File: src/rtl/adc_scan_ctrl.sv
// adc_scan_ctrl: scan-list sequencer for the MAX10 modular-ADC Avalon-ST command/response ports.
// Build option ADC_AVG_EN: per-slot accumulation over 2**AVG_LOG2 scans instead of direct overwrite.
module adc_scan_ctrl #(
    parameter int NSLOT    = 4,
    parameter int MAX_OUT  = 2,
    parameter int SCAN_GAP = 16,
    parameter int AVG_LOG2 = 2,
    localparam int SW      = (NSLOT > 1) ? $clog2(NSLOT) : 1
) (
    input  logic               clock_clk,
    input  logic               reset_sink_reset,
    input  logic               start,
    input  logic               continuous,
    input  logic [NSLOT*5-1:0] chan_list,
    output logic               command_valid,
    output logic [4:0]         command_channel,
    output logic               command_startofpacket,
    output logic               command_endofpacket,
    input  logic               command_ready,
    input  logic               response_valid,
    input  logic [4:0]         response_channel,
    input  logic [11:0]        response_data,
    input  logic               response_startofpacket,
    input  logic               response_endofpacket,
    input  logic               rd_en,
    input  logic [SW-1:0]      rd_slot,
    output logic [11:0]        rd_data,
    output logic               rd_fresh,
    output logic               busy,
    output logic               scan_done,
    output logic               seq_err,
    input  logic               clr_err
);

    localparam int PW = $clog2(NSLOT + 1);
    localparam int OW = $clog2(MAX_OUT + 1);
    localparam int GW = (SCAN_GAP > 1) ? $clog2(SCAN_GAP) : 1;

    typedef enum logic [1:0] {IDLE, ISSUE, DRAIN, GAP} state_t;

    state_t             state_q, state_d;
    logic [NSLOT*5-1:0] chans_q, chans_d;
    logic [PW-1:0]      iss_ptr_q, iss_ptr_d, rsp_ptr_q, rsp_ptr_d;
    logic [OW-1:0]      outst_q, outst_d;
    logic [GW-1:0]      gap_q, gap_d;
    logic [11:0]        result_q [NSLOT];
    logic [11:0]        result_d [NSLOT];
    logic [NSLOT-1:0]   fresh_q, fresh_d;
    logic [11:0]        rd_data_q, rd_data_d;
    logic               rd_fresh_q, rd_fresh_d;
    logic               seq_err_q, seq_err_d;

    logic [4:0] iss_chan, rsp_chan;
    logic       cmd_valid, fire, rsp_acc, err_ev, done, scan_load;
    logic       unused_inputs;

`ifdef ADC_AVG_EN
    localparam int AW = 12 + AVG_LOG2;
    localparam int CW = (AVG_LOG2 > 0) ? AVG_LOG2 : 1;
    logic [AW-1:0] acc_q [NSLOT];
    logic [AW-1:0] acc_d [NSLOT];
    logic [CW-1:0] scnt_q, scnt_d;
    logic          batch_last;
    assign batch_last = (scnt_q == CW'((1 << AVG_LOG2) - 1));
`endif

    assign unused_inputs = &{1'b0, response_startofpacket, response_endofpacket, (AVG_LOG2 != 0)};

    always_comb begin
        iss_chan = '0;
        rsp_chan = '0;
        for (int unsigned k = 0; k < NSLOT; k++) begin
            if (iss_ptr_q == PW'(k)) iss_chan = chans_q[5*k +: 5];
            if (rsp_ptr_q == PW'(k)) rsp_chan = chans_q[5*k +: 5];
        end
    end

    assign cmd_valid = (state_q == ISSUE) && (outst_q < OW'(MAX_OUT));
    assign fire      = cmd_valid && command_ready;
    assign rsp_acc   = response_valid && (outst_q != '0);
    assign err_ev    = (response_valid && (outst_q == '0)) ||
                       (rsp_acc && (response_channel != rsp_chan));
    assign done      = (state_q == DRAIN) && (outst_q == '0);

    always_comb begin
        state_d    = state_q;
        chans_d    = chans_q;
        iss_ptr_d  = iss_ptr_q;
        rsp_ptr_d  = rsp_ptr_q;
        outst_d    = outst_q;
        gap_d      = gap_q;
        result_d   = result_q;
        fresh_d    = fresh_q;
        rd_data_d  = rd_data_q;
        rd_fresh_d = rd_fresh_q;
        seq_err_d  = seq_err_q;
        scan_load  = 1'b0;
`ifdef ADC_AVG_EN
        acc_d      = acc_q;
        scnt_d     = scnt_q;
`endif

        // Read clears fresh before response handling so a same-cycle write re-sets it.
        if (rd_en) begin
            rd_data_d  = '0;
            rd_fresh_d = 1'b0;
            for (int unsigned k = 0; k < NSLOT; k++) begin
                if (rd_slot == SW'(k)) begin
                    rd_data_d  = result_q[k];
                    rd_fresh_d = fresh_q[k];
                    fresh_d[k] = 1'b0;
                end
            end
        end

        if (rsp_acc) begin
            for (int unsigned k = 0; k < NSLOT; k++) begin
                if (rsp_ptr_q == PW'(k)) begin
`ifdef ADC_AVG_EN
                    acc_d[k] = acc_q[k] + AW'(response_data);
`else
                    result_d[k] = response_data;
                    fresh_d[k]  = 1'b1;
`endif
                end
            end
            rsp_ptr_d = rsp_ptr_q + PW'(1);
        end

        if (fire) iss_ptr_d = iss_ptr_q + PW'(1);

        case ({fire, rsp_acc})
            2'b10:   outst_d = outst_q + OW'(1);
            2'b01:   outst_d = outst_q - OW'(1);
            default: outst_d = outst_q;
        endcase

        if (err_ev)       seq_err_d = 1'b1;
        else if (clr_err) seq_err_d = 1'b0;

        case (state_q)
            IDLE: begin
                if (start) begin
                    state_d   = ISSUE;
                    scan_load = 1'b1;
                end
            end
            ISSUE: begin
                if (fire && (iss_ptr_q == PW'(NSLOT - 1))) state_d = DRAIN;
            end
            DRAIN: begin
                if (outst_q == '0) begin
                    state_d = continuous ? GAP : IDLE;
                    gap_d   = '0;
                end
            end
            GAP: begin
                if (!continuous) begin
                    state_d = IDLE;
                end else if (gap_q == GW'(SCAN_GAP - 1)) begin
                    state_d   = ISSUE;
                    scan_load = 1'b1;
                end else begin
                    gap_d = gap_q + GW'(1);
                end
            end
            default: state_d = IDLE;
        endcase

        if (scan_load) begin
            chans_d   = chan_list;
            iss_ptr_d = '0;
            rsp_ptr_d = '0;
            outst_d   = '0;
        end

`ifdef ADC_AVG_EN
        if (done) begin
            scnt_d = batch_last ? '0 : scnt_q + CW'(1);
            if (batch_last) begin
                for (int unsigned k = 0; k < NSLOT; k++) begin
                    result_d[k] = 12'(acc_q[k] >> AVG_LOG2);
                    fresh_d[k]  = 1'b1;
                    acc_d[k]    = '0;
                end
            end
        end
        if ((state_q == IDLE) && start) begin
            scnt_d = '0;
            for (int unsigned k = 0; k < NSLOT; k++) acc_d[k] = '0;
        end
`endif
    end

    always_ff @(posedge clock_clk) begin
        if (reset_sink_reset) begin
            state_q    <= IDLE;
            chans_q    <= '0;
            iss_ptr_q  <= '0;
            rsp_ptr_q  <= '0;
            outst_q    <= '0;
            gap_q      <= '0;
            result_q   <= '{default: '0};
            fresh_q    <= '0;
            rd_data_q  <= '0;
            rd_fresh_q <= 1'b0;
            seq_err_q  <= 1'b0;
`ifdef ADC_AVG_EN
            acc_q      <= '{default: '0};
            scnt_q     <= '0;
`endif
        end else begin
            state_q    <= state_d;
            chans_q    <= chans_d;
            iss_ptr_q  <= iss_ptr_d;
            rsp_ptr_q  <= rsp_ptr_d;
            outst_q    <= outst_d;
            gap_q      <= gap_d;
            result_q   <= result_d;
            fresh_q    <= fresh_d;
            rd_data_q  <= rd_data_d;
            rd_fresh_q <= rd_fresh_d;
            seq_err_q  <= seq_err_d;
`ifdef ADC_AVG_EN
            acc_q      <= acc_d;
            scnt_q     <= scnt_d;
`endif
        end
    end

    assign command_valid         = cmd_valid;
    assign command_channel       = cmd_valid ? iss_chan : '0;
    assign command_startofpacket = cmd_valid;
    assign command_endofpacket   = cmd_valid;
    assign rd_data               = rd_data_q;
    assign rd_fresh              = rd_fresh_q;
    assign busy                  = (state_q != IDLE);
    assign scan_done             = done;
    assign seq_err               = seq_err_q;

endmodule

File: config.mk
export PLATFORM = sky130hd
export DESIGN_NAME = adc_scan_ctrl
export DESIGN_NICKNAME = d
export VERILOG_FILES = /design/src/rtl/adc_scan_ctrl.sv
export SDC_FILE = /design/constraint.sdc
export NUM_CORES = 1
export LEC_CHECK = 0
export CORE_ASPECT_RATIO = 0.75
export CORE_MARGIN = 3
export CORE_UTILIZATION = 31
export CTS_BUF_LIST = sky130_fd_sc_hd__clkbuf_2
export CTS_CLUSTER_SIZE = 30
export DETAILED_ROUTE_END_ITERATION = 8
export DONT_BUFFER_PORTS = 1
export PLACE_DENSITY = 0.45
export SLEW_MARGIN = 20
export SYNTH_ARGS = -nofsm -noshare
export SYNTH_HDL_FRONTEND = slang
export SYNTH_SLANG_ARGS = --single-unit
File: constraint.sdc
create_clock -name clock_clk -period 4.95 [get_ports clock_clk]
set_input_delay 0.99 -clock clock_clk [delete_from_list [all_inputs] [get_ports clock_clk]]
set_output_delay 0.99 -clock clock_clk [all_outputs]
set_load 0.005 [all_outputs]
==> impl_metrics.tcl <==
set metrics [dict create \
    critical_path_required_ns 3.96 \
    synth_top_area_share_pct 42.7 \
    worst_setup_path_start_kind "flip-flop" \
    cts_resized 0 \
    area_growth_pct 3.95 \
    cp.arrival_ns 2.36 \
    clock_latency_ns 0.60 \
    slew_headroom_pct 36.6 \
    clock_sinks 100 \
    yosys_register_bits 100 \
    fin_tns_setup_ns 0 \
    cts_tree "built" \
    grt_remaining_overflow 0 \
    drc_errors 0 \
    antenna_cells 0 \
    dieArea_um2 16600 \
    gp_congestion 0.787 \
    std_cell_rows 38 \
    vias 3407 \
    synth_cell_type_count 42 \
    cts_root_buffer "clkbuf_2" \
    start_util_pct 32.0 \
    p_per_area_nw_per_um2 378 \
    slew_viol_final 0 \
    final_cells 701 \
    first_global_vias 3445 \
    finalCriticalPeriod_ns 3.35 \
    grt_max_degree 93 \
    rsz0062_at_grt "false" \
    drt_iter0_drc 208 \
    routed_wl_um 11300 \
    maxCapViolCount 0 \
    synthCells 522 \
    avgSynthCellArea_um2 8.97 \
    holdBufCountCts 0 \
    nets 561 \
    core_area_um2 14600 \
    synth_edf_count 0 \
    io_pins 73 \
    outcome "completed" \
    ys_top_cells_by_area "dfxtp_1 (43%), mux2i_1 (11%), nand2_1 (6.7%)" \
    hold_ws_ns 0.410 \
    critPathMaxFanout 10 \
    wl_per_cell_um 16.1 \
    worst_slew_pin_slew_ns 0.951 \
    synth_nets 587 \
    die_y_um 112 \
    numCtsBuffers 9 \
    routed_via_density 4.86 \
    critPathKind "reg -> out" \
    dp.final_hpwl_um 7680 \
    syn_area_um2 4680 \
    antenna_left 0 \
    htree_levels 3 \
    p_leak_nw 1.69 \
    hold_viol 0 \
    hp-class "in -> reg" \
    max-clock-path-buffers 2 \
    ys.flop_type "dfxtp_1" \
    portBuffers 0 \
    yosysSeqAreaShare_pct 42.7 \
    grt_pass1_wl_um 18500 \
    clk_pin_slew_worst_paths_ns 0.28 \
    firstDrtPassIters 4 \
    finalCritPeriodShare_pct 67.7 \
    max_freq_ghz 0.298 \
    final_util_pct 33.3 \
    antenna_found_initial 0 \
    p_total_mw 1.84 \
    die_width_um 148 \
    setup_viol_count_final 0 \
    grtUsageTotal_pct 14.0 \
    peakVddDrop_mv 0.113 \
    cts_setup_buffers 0 \
    yosys_warnings 0 \
    dpl.cell_count 685 \
    skew_ns 0.0256 \
    async_flop_share_pct 0 \
    endpoint_kind "output pin" \
    layout-drive-gt1-share_pct 6.59 \
    synth_top_area_cell "dfxtp_1" \
]
==> synth_stat cells (all sizes together) (2+ instances only) <==
master     n
and3       2
and3b      4
nand3b     5
mux4      13
nand2b     4
clkbuf    19
a21oi     54
nand2     84
nor2      72
xnor2      5
a211oi     3
mux2i     50
o21ai      9
a2111oi    3
buf       19
ha        16
xor2       7
nor2b      5
inv       16
a221oi     5
nand3      5
dfxtp    100
and2       4
a32oi      2
a21o       4
a22oi      3
==> critical path: stages, from the launching register on <==
cell and delay (ns):
dfxtp_1 0.43, inv_1 0.09, ha_1 0.30, nor2b_1 0.16
a221oi_1 0.09, a2111oi_0 0.47, a21oi_1 0.09, nor2_1 0.14
==> state kept, by name, summed over array words and instances (netlist names) <==
| register | count |
|---|---|
| outst_q | 2 |
| state_q | 2 |
| seq_err | 1 |
| rd_fresh | 1 |
| gap_q | 4 |
| rsp_ptr_q | 3 |
| result_q | 48 |
| iss_ptr_q | 3 |
| rd_data | 12 |
| chans_q | 20 |
| fresh_q | 4 |
==> per-layer routing <==
metal  vias up  track usage (%)  share of wire [%]
li1       1715                -                  -
met1      1620             18.9                 50
met2        63             21.6                 44
met3         9             4.88                4.8
met4         0             3.20               0.98
met5         -                0                  0
==> through the flow <==
step / area, µm² / setup WS (ns)
after detailed placement: 4750 / 2.32
after global placement: 4750 / 2.34
final: 4870 / 1.60
after global routing: 4870 / 1.39
after CTS: 4870 / 1.54
after floorplan: 4680 / 2.50
==> worst paths after layout <==
kind                                       start                  to  slack (ns)  cells past startpoint
worst max-delay path                iss_ptr_q[1]  command_channel[4]        1.60                      7
worst min-delay path            reset_sink_reset         chans_q[15]        0.41                      1
worst max register to register          gap_q[0]        rsp_ptr_q[2]        2.68                      6
worst min register to register       result_q[1]         result_q[1]        0.47                      2
==> power by group <==
group / internal [mW] / total, mW / switching, mW
Clock: 0.119 / 0.413 / 0.293
Combinational: 0.188 / 0.470 / 0.282
Sequential: 0.884 / 0.957 / 0.0722
Total: 1.19 / 1.84 / 0.647
==> logic make-up (layout without fill, tap and decap cells) <==
group | Yosys count | count (layout) | synth area share [%]
XOR/XNOR | 12 | 12 | 2.24
adder cells (fa/ha/maj) | 16 | 16 | 4.27
AND/OR/NAND/NOR | 190 | 190 | 17.3
AO/OA/AOI/OAI | 87 | 87 | 11.1
multiplexers | 63 | 63 | 16.9
flip-flops | 100 | 100 | 42.7
buffers and inverters | 54 | 33 | 5.37
==> area by class of cell <==
type	count	area, µm²
clock buffers	9	45.0
clock inverters	7	73.8
fillers	1564	9770
inverters	16	60.1
multi-input cells	368	2430
flip-flops and latches	100	2000
well taps	200	250
repair buffers	1	7.51
==> placed cells by master, fill, tap and decap left out, types with 2 or more instances in the layout <==
master / instances
nand3b_1: 5
and2_1: 4
mux4_2: 13
xnor2_1: 5
ha_1: 16
clkinvlp_4: 2
mux2i_1: 50
nor2_1: 72
a21o_1: 4
a32oi_1: 2
a2111oi_0: 2
o21ai_0: 5
a21oi_1: 54
nand3_1: 5
nor2b_1: 5
and3b_1: 4
xor2_1: 7
nand2_1: 83
and3_1: 2
a211oi_1: 2
o21ai_1: 4
inv_1: 16
dfxtp_1: 100
clkbuf_2: 9
nand2b_1: 4
a22oi_1: 3
a221oi_1: 5
Power figures use the tool's default switching activity.
